### src/rtl/flash_light_bank.sv
// Multi-channel LED flasher: one shared tick prescaler and CHANNELS independent IDLE/ARMED/FLASH engines.
// Define FLASH_TRIG_SYNC_EN to synchronise and edge-detect asynchronous trigger/cancel levels.
module flash_light_bank #(
    parameter int CHANNELS    = 4,
    parameter int TICK_DIV    = 20000000,
    parameter int FLASH_COUNT = 6,
    parameter int CNT_W       = 4
) (
    input  logic                clk_40MHz,
    input  logic                reset_n,
    input  logic [CHANNELS-1:0] trigger,
    input  logic [CHANNELS-1:0] cancel,
    output logic [CHANNELS-1:0] led,
    output logic [CHANNELS-1:0] busy,
    output logic [CHANNELS-1:0] done,
    output logic                tick
);

    localparam int PRE_W = (TICK_DIV > 1) ? $clog2(TICK_DIV) : 1;
    localparam logic [PRE_W-1:0] PRE_MAX  = PRE_W'(TICK_DIV - 1);
    localparam logic [CNT_W-1:0] CNT_LOAD = CNT_W'(FLASH_COUNT);
    localparam logic [CNT_W-1:0] CNT_ONE  = CNT_W'(1);

    typedef enum logic [1:0] {
        IDLE  = 2'd0,
        ARMED = 2'd1,
        FLASH = 2'd2
    } state_t;

    logic [PRE_W-1:0]    prescaler;
    logic [CHANNELS-1:0] trig_evt;
    logic [CHANNELS-1:0] canc_evt;

    // Free-running prescaler; triggers never restart it so all channels share one tick phase.
    always_ff @(posedge clk_40MHz or negedge reset_n) begin
        if (!reset_n) begin
            prescaler <= '0;
            tick      <= 1'b0;
        end else begin
            tick <= (prescaler == PRE_MAX);
            if (prescaler == PRE_MAX)
                prescaler <= '0;
            else
                prescaler <= prescaler + 1'b1;
        end
    end

`ifdef FLASH_TRIG_SYNC_EN
    logic [CHANNELS-1:0] trig_s1, trig_s2, trig_s3;
    logic [CHANNELS-1:0] canc_s1, canc_s2, canc_s3;

    // Two-flop synchroniser, then a registered rising-edge detector so a held level is one event.
    always_ff @(posedge clk_40MHz or negedge reset_n) begin
        if (!reset_n) begin
            trig_s1  <= '0;
            trig_s2  <= '0;
            trig_s3  <= '0;
            trig_evt <= '0;
            canc_s1  <= '0;
            canc_s2  <= '0;
            canc_s3  <= '0;
            canc_evt <= '0;
        end else begin
            trig_s1  <= trigger;
            trig_s2  <= trig_s1;
            trig_s3  <= trig_s2;
            trig_evt <= trig_s2 & ~trig_s3;
            canc_s1  <= cancel;
            canc_s2  <= canc_s1;
            canc_s3  <= canc_s2;
            canc_evt <= canc_s2 & ~canc_s3;
        end
    end
`else
    assign trig_evt = trigger;
    assign canc_evt = cancel;
`endif

    for (genvar i = 0; i < CHANNELS; i++) begin : g_ch
        state_t           state;
        logic [CNT_W-1:0] cnt;
        logic             pending;
        logic             led_q;
        logic             busy_q;
        logic             done_q;

        // A trigger always lands in pending, even on the tick that consumes the previous one,
        // so a trigger coincident with tick is served on the following tick.
        always_ff @(posedge clk_40MHz or negedge reset_n) begin
            if (!reset_n) begin
                state   <= IDLE;
                cnt     <= '0;
                pending <= 1'b0;
                led_q   <= 1'b0;
                busy_q  <= 1'b0;
                done_q  <= 1'b0;
            end else if (canc_evt[i]) begin
                state   <= IDLE;
                cnt     <= '0;
                pending <= 1'b0;
                led_q   <= 1'b0;
                busy_q  <= 1'b0;
                done_q  <= 1'b0;
            end else begin
                done_q  <= 1'b0;
                pending <= trig_evt[i] | (pending & ~(tick & (state != IDLE)));
                case (state)
                    IDLE: begin
                        if (pending) begin
                            state  <= ARMED;
                            busy_q <= 1'b1;
                        end
                    end
                    ARMED: begin
                        if (tick) begin
                            state <= FLASH;
                            cnt   <= CNT_LOAD;
                            led_q <= 1'b1;
                        end
                    end
                    FLASH: begin
                        if (tick) begin
                            if (pending) begin
                                cnt   <= CNT_LOAD;
                                led_q <= 1'b1;
                            end else if (cnt > CNT_ONE) begin
                                cnt   <= cnt - 1'b1;
                                led_q <= ~led_q;
                            end else begin
                                cnt    <= '0;
                                led_q  <= 1'b0;
                                state  <= IDLE;
                                busy_q <= 1'b0;
                                done_q <= 1'b1;
                            end
                        end
                    end
                    default: begin
                        state  <= IDLE;
                        busy_q <= 1'b0;
                        led_q  <= 1'b0;
                    end
                endcase
            end
        end

        assign led[i]  = led_q;
        assign busy[i] = busy_q;
        assign done[i] = done_q;
    end

endmodule

### config.mk
export PLATFORM = sky130hd
export DESIGN_NAME = flash_light_bank
export DESIGN_NICKNAME = d
export VERILOG_FILES = /design/src/rtl/flash_light_bank.sv
export SDC_FILE = /design/constraint.sdc
export NUM_CORES = 1
export LEC_CHECK = 0
export CORE_ASPECT_RATIO = 0.6
export CORE_MARGIN = 10
export CORE_UTILIZATION = 25
export CTS_CLUSTER_DIAMETER = 100
export CTS_CLUSTER_SIZE = 25
export DETAILED_ROUTE_END_ITERATION = 8
export DONT_BUFFER_PORTS = 1
export GPL_TIMING_DRIVEN = 1
export PLACE_DENSITY = 0.43
export SYNTH_ARGS = -nofsm -noshare
export SYNTH_HDL_FRONTEND = slang
export SYNTH_SLANG_ARGS = --single-unit
### constraint.sdc
create_clock -name clk_40MHz -period 3.22 [get_ports clk_40MHz]
set_input_delay 0.644 -clock clk_40MHz [delete_from_list [all_inputs] [get_ports clk_40MHz]]
set_output_delay 0.644 -clock clk_40MHz [all_outputs]
set_load 0.03 [all_outputs]
==> qor_table.md, run 1 <==
| Quantity | This run |
|:---|:---|
| Met3 WL post-DR | 593 µm |
| TritonCTS clock tree | done |
| Largest stage delay, worst path | 0.81 ns |
| Start point of the critical path | tick$_DFF_PN0_ |
| Worst setup path class | reg -> reg |
| # IOs | 23 |
| Run status | finished clean |
| Routed WL | 8440 µm |
| Num rows | 34 |
| Number of clock buffers inserted by TritonCTS | 9 |
| Floorplan core area | 14700 µm² |
| Peak supply drop | 0.190 mV |
| Chain of cells forming the critical path | o21ai_0 -> or4b_2 -> a21oi_1 |
| Worst EP arrival | 2.41 ns |
| Buffers on Ports | 0 |
| DIE AREA | 20700 µm² |
| Post-detailed-placement half-perimeter wirelength | 5940 µm |
| Min Tclk post-route | 2.16 ns |
| Overflow left after global routing | 0 |
| Overall die height | 115 µm |
| Antenna violations before repair | 0 |
| Met2 routed wirelength | 3160 µm |
| Fmax achieved | 464 MHz |
| Wire length of the first global-routing pass | 14000 µm |
| H-Tree Depth | 3 |
| Synthesized net count | 436 |
| Worst min path class | in -> async |
| Fin. max-slew vios | 0 |
| Antenna Nets Post-Route | 0 |
| # fillers | 1538 |
| Remaining routing DRC violations | 0 |
| Post-synthesis area per instance | 9.47 µm² |
| Via count of the first global-routing pass | 2595 |
| Final Cycle Share | 67.0% |
| Register cell area after layout | 1650 µm² |
| Number of distinct library cells after synthesis | 54 |
| Master of the slowest instance on the critical path | dfrtp_1 |
| EDFF count, synth | 0 |
| RePlAce Congestion | 0.806 |
| Critical Path RT | 3.47 ns |
| Worst Reg-to-Reg Cells | 3 |
| Worst slew margin | 51.6% |
| First drt pass iteration count | 4 |
| Yosys warnings | 0 |
| Transition time at the pin with the least slew margin | 0.726 ns |
| Fraction of registers with async set or reset after synthesis | 100% |
| Mapped cell area | 3800 µm² |
| Leak pwr | 1.78 nW |
| Clock transition at the registers of the reported paths | 0.06 ns |
| Sort of element at the end of the critical path | register |
| Later-pin clock latency in the skew report | 0.33 ns |
| Post-cts resize count | 0 |
| Floorplan die width | 179 µm |
| Final TNS setup | 0 ns |
| Total number of vias | 2725 |
| Start of the worst register-to-register path | tick$_DFF_PN0_ |
| Synthesized netlist cell count | 401 |
| Met1 Routed Length | 4550 µm |
| Flops & latches, synth | 66 |
| Final Worst Setup Slack | 1.06 ns |
| Highest routed layer | met4 |
| ANT cells | 0 |
| Number of buffers between clock root and the deepest sink | 2 |
| Skew final | 0.00524 ns |
| RSZ-0062 raised after global routing | false |
| Number of failing hold endpoints at the final stage | 0 |
| DR WL/cell | 14.1 µm |
| Largest fanout of any net on the critical path | 22 |
| Proportion of synthesized chip area in sequential cells | 43.5% |
| Largest net degree at the start of global routing | 40 |
| First-iteration detailed-routing DRC count | 262 |
| Commonest register cell after synthesis | dfrtp_1 |
| Fraction of layout instances using a drive strength above 1 | 8.23% |
| Number of nets in the layout | 431 |
| Element type at the critical path start | register |
| Pre-CTS setup slack | 1.05 ns |
| Number of clock sinks | 66 |
| Combined global-route utilization of all metal layers | 8.58% |
| Root cell of the clock tree | clkbuf_16 |
| Synthesis-to-layout area growth | 11.6% |
| Starting Density | 25.9% |
| Routed via count divided by cell count | 4.55 |
| Count of maximum capacitance violations | 0 |
| Area used by multi-input combinational logic | 1920 µm² |
| Finish-stage setup viols | 0 |
| Power per unit of standard cell area | 546 nW/µm² |
[cell usage in the layout (no fill, tap or decap), types with 14 or more instances in the layout]
master and n:
inv_1 23, nand2_1 25, a21oi_1 19, dfrtp_1 66, nor2_1 46, nor3_1 15
nor2b_1 14, ha_1 25, o21ai_0 21
[layout make-up]
| class | instances | area share (%) |
|---|---|---|
| timing repair buffer | 4 | 1.36 |
| clock inverter | 5 | 0.708 |
| multi-input combinational | 292 | 45.4 |
| sequential | 66 | 39.0 |
| clock buffer | 11 | 5.73 |
| inverter | 23 | 2.04 |
| tap | 198 | 5.84 |
[worst max-delay path, delay by kind of cell, from the launching register on]
kind,cells,cell delay [ns]
compound gates,2,0.56
simple gates,1,0.71
flops,1,0.81
[cells in the mapped netlist, drive strengths merged (4+ instances only)]
library cell / count / area share (%)
nand2b: 10 / 1.6
nand3: 10 / 1.3
nor2: 56 / 6.3
nand4: 6 / 0.99
a21oi: 19 / 2.5
nand2: 25 / 2.5
mux2i: 9 / 2.4
xor2: 12 / 2.8
nand3b: 4 / 0.79
a211oi: 4 / 0.79
inv: 23 / 2.3
clkbuf: 7 / 0.69
buf: 13 / 2.9
or4: 6 / 1.3
xnor2: 12 / 2.8
nor2b: 14 / 2.3
nor3: 15 / 2.0
o21ai: 22 / 2.9
ha: 25 / 8.2
dfrtp: 66 / 43
[metal layers]
layer | vias up | track usage (%)
met4 | 0 | 3.37
met5 | - | 0
met1 | 1282 | 12.9
met3 | 9 | 2.86
met2 | 70 | 10.7
li1 | 1364 | -
[state kept, by name, summed over array words and instances (netlist names)]
| name | flops |
|---|---|
| g_ch.busy_q | 4 |
| g_ch.cnt | 16 |
| g_ch.done_q | 4 |
| g_ch.led_q | 4 |
| g_ch.pending | 4 |
| g_ch.state | 8 |
| prescaler | 25 |
| tick | 1 |
[kinds of logic (layout without fill, tap and decap cells)]
kind of cell | after synthesis | after routing | share of synthesized area, %
AND/OR/NAND/NOR | 167 | 167 | 23.6
AO/OA/AOI/OAI | 66 | 66 | 10.6
flip-flops | 66 | 66 | 43.5
buffers and inverters | 43 | 43 | 5.87
adder cells (fa/ha/maj) | 25 | 25 | 8.24
XOR/XNOR | 24 | 24 | 5.54
multiplexers | 10 | 10 | 2.67
[power by group]
group / total [W] / leakage (nW) / switching, W / internal [W]
clock network: 0.000887 / 0.131 / 0.000350 / 0.000537
registers: 0.000958 / 0.894 / 0.0000781 / 0.000880
logic: 0.000470 / 0.755 / 0.000273 / 0.000197
[timing repair]
item	in CTS	in global routing
buffers inserted	0	0
hold buffers	3	0
hold endpoints to repair	39	0
[stage by stage]
| step | hold slack, ns | util, % | instances | area (µm²) | power [W] |
|---|---|---|---|---|---|
| after global routing | 0.124 | 28.9 | 599 | 4240 | 0.00247 |
| after floorplan | 0.348 | - | 401 | 3800 | 0.00134 |
| final | 0.127 | 28.9 | 599 | 4240 | 0.00232 |
| after detailed placement | 0.351 | 26.7 | 580 | 3920 | 0.00142 |
| after global placement | 0.350 | 26.7 | 580 | 3920 | 0.00142 |
| after CTS | 0.121 | 28.9 | 599 | 4240 | 0.00235 |
[worst paths after layout]
check                                        endpoint  slack [ns]
max                        g_ch[0].cnt[3]$_DFFE_PN0P_        1.06
max reg2reg                g_ch[0].cnt[3]$_DFFE_PN0P_        1.06
min reg2reg                    prescaler[0]$_DFF_PN0_        0.46
min                        g_ch[0].cnt[1]$_DFFE_PN0P_        0.13
min in group clk_40MHz     g_ch[2].cnt[2]$_DFFE_PN0P_        0.37
max in group asynchronous  g_ch[3].busy_q$_DFFE_PN0P_        2.19
Power figures use the tool's default switching activity.
==> run 2: changes to the inputs <==
==> constraint.sdc (replaced) <==
create_clock -name clk_40MHz -period 2.22 [get_ports clk_40MHz]
set_input_delay 0.444 -clock clk_40MHz [delete_from_list [all_inputs] [get_ports clk_40MHz]]
set_output_delay 0.444 -clock clk_40MHz [all_outputs]
set_load 0.03 [all_outputs]
==> run 2 against run 1 <==
  * The flow now finishes with violations (hold timing)
  * First-iteration DRC count decreased by 35%
  * Clock-buffer cell count unchanged
  * Setup slack worse by 0.79 ns
  * Flip-flop and latch count is the same
  * Sequential share of layout area decreased by 1.2 points
  * Routed wire length grew 0.24%
  * Clock skew is 0.0014 ns higher
  * Non-clock buffer count rose by 6
  * Critical path type unchanged
  * Cell count grew 1.0%
  * Largest cell class unchanged
  * Fmax increased by 11%
  * Power increased by 61%
  * Cell area grew 3.1%
==> qor_table.md, run 2 (same netlist as run 1, synthesis figures left out) <==
| Quantity | This run |
|:---|:---|
| Run status | complete, but fails checks |
| Violated checks | hold timing |
| Wire length of the first global-routing pass | 14100 µm |
| Routed WL | 8460 µm |
| Min Tclk post-route | 1.95 ns |
| Most common cell after layout, fill and taps aside | dfrtp_1 |
| Pre-CTS setup slack | 0.223 ns |
| Transition time at the pin with the least slew margin | 0.435 ns |
| Root cell of the clock tree | clkbuf_16 |
| Skew final | 0.00660 ns |
| Antenna violations before repair | 0 |
| Element type at the critical path start | register |
| Leak pwr | 1.86 nW |
| Number of failing hold endpoints at the final stage | 18 |
| Number of flip-flops in the largest register | 25 |
| Antenna Nets Post-Route | 0 |
| Area used by multi-input combinational logic | 1930 µm² |
| DR WL/cell | 14.0 µm |
| ANT cells | 0 |
| Via count of the first global-routing pass | 2695 |
| Comb power frac | 18.1% |
| Top delay family on crit path | simple AND/OR/NAND/NOR gates |
| Count of maximum capacitance violations | 0 |
| Internal Pwr Total | 0.00271 W |
| Total buffers and inverters traversed by the critical path | 1 |
| # fillers | 1524 |
| Final Worst Setup Slack | 0.271 ns |
| Most frequent cells in the layout | dfrtp_1, nor2_1, nand2_1, ha_1, inv_1 |
| Worst min path class | in -> async |
| Post-detailed-placement half-perimeter wirelength | 6110 µm |
| DIE AREA | 20700 µm² |
| TritonCTS clock tree | done |
| Largest net degree at the start of global routing | 67 |
| Power per unit of standard cell area | 855 nW/µm² |
| Starting Density | 25.9% |
| Total instance count after detailed placement | 588 |
| Non-filler instance count after layout | 605 |
| First drt pass iteration count | 4 |
| Floorplan core area | 14700 µm² |
| Share of total power in sequential cells | 37.1% |
| Register with the most flip-flops | prescaler |
| Routed via count divided by cell count | 4.53 |
| Floorplan die width | 179 µm |
| Total design power | 0.00374 W |
| Switching share of total power | 27.4% |
| Remaining routing DRC violations | 0 |
| Largest stage delay, worst path | 0.61 ns |
| # IOs | 23 |
| Register cell area after layout | 1650 µm² |
| Critical Path RT | 2.47 ns |
| Worst slew margin | 70.6% |
| Chain of cells forming the critical path | inv_1 -> ha_1 -> nor2b_2 -> o31ai_1 -> or4b_2 -> a21oi_1 |
| Sort of element at the end of the critical path | register |
| Final Cycle Share | 87.8% |
| Power dissipated by switching net loads | 0.00102 W |
| Number of nets in the layout | 437 |
| Num rows | 34 |
| Finish-stage setup viols | 0 |
| Largest registers | prescaler: 25 flops, g_ch.cnt: 16 flops, g_ch.state: 8 flops |
| Master of the slowest instance on the critical path | or4b_2 |
| Fraction of layout instances using a drive strength above 1 | 10.3% |
| Largest fanout of any net on the critical path | 6 |
| RSZ-0062 raised after global routing | false |
| Buffers on Ports | 0 |
| Total number of vias | 2739 |
| Combined global-route utilization of all metal layers | 8.71% |
| Overflow left after global routing | 0 |
| Worst EP arrival | 2.20 ns |
| Fin. max-slew vios | 0 |
| Clock network fraction of design power | 44.7% |
| Number of buffers between clock root and the deepest sink | 2 |
| RePlAce Congestion | 0.838 |
| First-iteration detailed-routing DRC count | 171 |
| Number of clock buffers inserted by TritonCTS | 9 |
| Worst setup path class | reg -> reg |
| Clock transition at the registers of the reported paths | 0.06 ns |
| Core occupancy in the finished layout | 29.8% |
| Fmax achieved | 513 MHz |
| Synthesis-to-layout area growth | 15.1% |
| Later-pin clock latency in the skew report | 0.33 ns |
| Overall die height | 115 µm |
| Number of clock sinks | 66 |
| Final-layout worst hold slack | -0.0277 ns |
| Final TNS setup | 0 ns |
| H-Tree Depth | 3 |
| Peak supply drop | 0.367 mV |
run 2: cell count changes in the layout (fill, tap and decap cells not counted):
cell,change
buf_12,-1
bufinv_16,+3
clkbuf_1,-1
buf_16,+1
dlygate4sd3_1,-1
nor2b_1,-1
buf_4,+7
nor2b_2,+1
clkinvlp_4,-2
clkinv_2,-1
clkbuf_8,+1
run 2: final cells by class:
class / instances / share of cell area (%)
clock buffers: 11 / 5.78
repair buffers: 10 / 2.46
flip-flops and latches: 66 / 37.8
well taps: 198 / 5.67
inverters: 23 / 1.97
clock inverters: 5 / 2.29
multi-input cells: 292 / 44.0
run 2: worst paths after layout:
path                                                    from                         end  slack, ns  depth (start not counted)
min in group clk_40MHz                             cancel[2]  g_ch[2].cnt[1]$_DFFE_PN0P_       0.17                          1
worst max-delay path            g_ch[0].state[0]$_DFFE_PN0P_  g_ch[0].cnt[3]$_DFFE_PN0P_       0.27                          6
worst min register to register        prescaler[0]$_DFF_PN0_      prescaler[0]$_DFF_PN0_       0.46                          1
worst max register to register  g_ch[0].state[0]$_DFFE_PN0P_  g_ch[0].cnt[3]$_DFFE_PN0P_       0.27                          6
max in group asynchronous                            reset_n  g_ch[3].busy_q$_DFFE_PN0P_       1.92                          1
worst min-delay path                                 reset_n   g_ch[0].pending$_DFF_PN0_      -0.03                          1
run 2: timing repair:
action,CTS,global route
hold endpoints to repair,66,0
setup buffers,0,0
endpoints found under the setup margin,0,1
hold buffers,1,0
gates resized for setup,0,1
run 2: through the flow:
| stage | hold WS [ns] | area [µm²] |
|---|---|---|
| after floorplan | 0.148 | 3800 |
| after global placement | 0.151 | 3990 |
| after detailed placement | 0.151 | 3990 |
| after CTS | 0.00895 | 4370 |
| after global routing | 0.0173 | 4370 |
| final | -0.0277 | 4370 |
run 2: power groups by stage:
stage,Combinational [W],Sequential [W],Clock [W]
2_1_floorplan,0.000608,0.00134,0
3_3_place_gp,0.000640,0.00141,0
3_5_place_dp,0.000643,0.00141,0
4_1_cts,0.000678,0.00139,0.00173
5_1_grt,0.000777,0.00140,0.00178
6_report,0.000677,0.00139,0.00167
run 2: metal layers:
layer	global-route usage [%]	share of wire [%]
met5	0	0
met1	12.5	53
met4	3.86	2.0
met2	11.3	38
met3	3.15	7.2
run 2: worst reg2reg max path, delay by kind of cell (launching register included):
family	cells	cell delay [ns]
AND/OR/NAND/NOR	2	0.84
adder cells (fa/ha/maj)	1	0.24
AO/OA/AOI/OAI	2	0.28
buffers and inverters	1	0.09
flip-flops	1	0.41
==> run 3: changes to the inputs <==
--- a/config.mk
+++ b/config.mk
@@ -8,6 +8,7 @@
 export CORE_ASPECT_RATIO = 0.6
 export CORE_MARGIN = 10
 export CORE_UTILIZATION = 25
+export CTS_BUF_LIST = sky130_fd_sc_hd__clkbuf_16
 export CTS_CLUSTER_DIAMETER = 100
 export CTS_CLUSTER_SIZE = 25
 export DETAILED_ROUTE_END_ITERATION = 8
==> constraint.sdc (replaced) <==
create_clock -name clk_40MHz -period 2.22 [get_ports clk_40MHz]
set_input_delay 0.111 -clock clk_40MHz [delete_from_list [all_inputs] [get_ports clk_40MHz]]
set_output_delay 0.111 -clock clk_40MHz [all_outputs]
set_load 0.03 [all_outputs]
==> run 3 against run 2 <==
  * The run now ends clean
  * Clock power down 4%
  * Register-to-register slack about the same
  * Non-clock buffer count grew 10
  * Setup slack got worse by 0.0057 ns
  * First-iteration DRC count increased by 11%
  * Clock-buffer cell count fell by 2
  * Largest cell class unchanged
==> qor_table.md, run 3 (same netlist as run 1, synthesis figures left out) <==
| Quantity | This run |
|:---|:---|
| Run status | finished clean |
| Routed via count divided by cell count | 4.52 |
| Antenna violations before repair | 0 |
| Number of clock sinks | 66 |
| Clock transition at the registers of the reported paths | 0.06 ns |
| Remaining routing DRC violations | 0 |
| R2R setup slack | 0.27 ns |
| Worst setup path class | reg -> reg |
| Final Cycle Share | 88.1% |
| Overflow left after global routing | 0 |
| Largest registers | prescaler: 25 flops, g_ch.cnt: 16 flops, g_ch.state: 8 flops |
| Count of maximum capacitance violations | 0 |
| Most frequent cells in the layout | dfrtp_1, nor2_1, nand2_1, ha_1, inv_1 |
| Final-layout worst hold slack | 0.0213 ns |
| RePlAce Congestion | 0.838 |
| Element type at the critical path start | register |
| ANT cells | 0 |
| # IOs | 23 |
| Worst min path class | in -> reg |
| Buffers on Ports | 0 |
| First drt pass iteration count | 4 |
| Overall die height | 115 µm |
| Finish-stage setup viols | 0 |
| Antenna Nets Post-Route | 0 |
| Number of flip-flops in the largest register | 25 |
| Fmax achieved | 512 MHz |
| Transition time at the pin with the least slew margin | 0.438 ns |
| Number of buffers between clock root and the deepest sink | 2 |
| RSZ-0062 raised after global routing | false |
| Min Tclk post-route | 1.95 ns |
| Later-pin clock latency in the skew report | 0.33 ns |
| Combined global-route utilization of all metal layers | 8.84% |
| Skew final | 0.00804 ns |
| Routed WL | 8580 µm |
| Worst Hold Path EP | g_ch[2].done_q$_DFF_PN0_ |
| Largest net degree at the start of global routing | 67 |
| Floorplan die width | 179 µm |
| DIE AREA | 20700 µm² |
| Synthesis-to-layout area growth | 17.2% |
| Via count of the first global-routing pass | 2739 |
| Wire length of the first global-routing pass | 14400 µm |
| End of the worst register-to-register path | g_ch[0].cnt[3]$_DFFE_PN0P_ |
| Fin. max-slew vios | 0 |
| Largest fanout of any net on the critical path | 6 |
| Most common cell after layout, fill and taps aside | dfrtp_1 |
| TritonCTS clock tree | done |
| Floorplan core area | 14700 µm² |
| Critical Path RT | 2.47 ns |
| Power per unit of standard cell area | 831 nW/µm² |
| Num rows | 34 |
| Starting Density | 25.9% |
| Peak supply drop | 0.367 mV |
| Final TNS setup | 0 ns |
| H-Tree Depth | 3 |
| Total number of vias | 2781 |
| Number of nets in the layout | 447 |
| Fraction of layout instances using a drive strength above 1 | 9.59% |
| Sort of element at the end of the critical path | register |
| DR WL/cell | 14.0 µm |
| Number of failing hold endpoints at the final stage | 0 |
| Final Worst Setup Slack | 0.265 ns |
| Worst Reg-to-Reg Cells | 6 |
| Start of the worst register-to-register path | g_ch[0].state[0]$_DFFE_PN0P_ |
| Number of clock buffers inserted by TritonCTS | 9 |
| Hold Path Depth | 2 |
| Post-detailed-placement half-perimeter wirelength | 6110 µm |
| Root cell of the clock tree | clkbuf_16 |
| Register with the most flip-flops | prescaler |
| Worst hold start | cancel[2] |
| Pre-CTS setup slack | 0.223 ns |
| First-iteration detailed-routing DRC count | 190 |
| Worst EP arrival | 2.20 ns |
| Leak pwr | 1.89 nW |
| Worst slew margin | 70.7% |
run 3: changes by cell type in the layout (fill, tap and decap cells not counted), sizes merged:
cell         delta
clkinv          +2
clkbuf          -2
dlygate4sd3    +10
run 3: worst max path at each step:
| stage | from | end | cells past startpoint |
|---|---|---|---|
| 4_1_cts | g_ch[0].state[0]$_DFFE_PN0P_ | g_ch[0].cnt[3]$_DFFE_PN0P_ | 6 |
| 5_1_grt | g_ch[0].state[0]$_DFFE_PN0P_ | g_ch[0].cnt[3]$_DFFE_PN0P_ | 6 |
| 2_1_floorplan | prescaler[19]$_DFF_PN0_ | prescaler[13]$_DFF_PN0_ | 5 |
| 3_3_place_gp | g_ch[0].state[0]$_DFFE_PN0P_ | g_ch[0].cnt[3]$_DFFE_PN0P_ | 6 |
| 3_5_place_dp | g_ch[0].state[0]$_DFFE_PN0P_ | g_ch[0].cnt[3]$_DFFE_PN0P_ | 6 |
| 6_report | g_ch[0].state[0]$_DFFE_PN0P_ | g_ch[0].cnt[3]$_DFFE_PN0P_ | 6 |
run 3: where the power goes:
part,internal [W],total [W],switching (W),leakage [nW]
Combinational,0.000295,0.000706,0.000411,0.829
Sequential,0.00128,0.00139,0.000112,0.894
Clock,0.00108,0.00161,0.000523,0.164
run 3: timing repair:
item                       in CTS  in global routing
setup endpoints to repair       0                  1
hold buffers                   11                  0
hold endpoints to repair      100                  0
gates resized for setup         0                  1
buffers inserted                0                  0
run 3: cell type report:
type	instances	area, µm²
Multi-Input combinational cell	292	1930
Clock buffer	9	225
Tap cell	198	248
Inverter	23	86.3
Sequential cell	66	1650
Timing Repair Buffer	20	208
Clock inverter	7	108
Fill cell	1516	10200
run 3: routing by layer:
metal  track usage (%)  wire (µm)  vias to the layer above  part of all wire (%)
li1                  -          -                     1397                     -
met3              3.09        528                       14                   6.2
met2              11.3       3250                       59                    38
met1              12.9       4640                     1311                    54
met5                 0          0                        -                     0
met4              3.86        169                        0                   2.0
run 3: critical path, stage by stage, from the launching register on:
cell     delay [ns]
dfrtp_1        0.41
inv_1          0.09
ha_1           0.24
nor2b_2        0.23
o31ai_1        0.12
or4b_2         0.61
a21oi_1        0.16
run 3: per-stage QoR:
step	cells	utilization (%)	total power, W	instance area (µm²)
floorplan	401	-	0.00195	3800
CTS	615	30.3	0.00375	4450
detailed placement	588	27.2	0.00206	3990
global placement	588	27.2	0.00205	3990
global route	615	30.3	0.00391	4450
finish	615	30.3	0.00370	4450
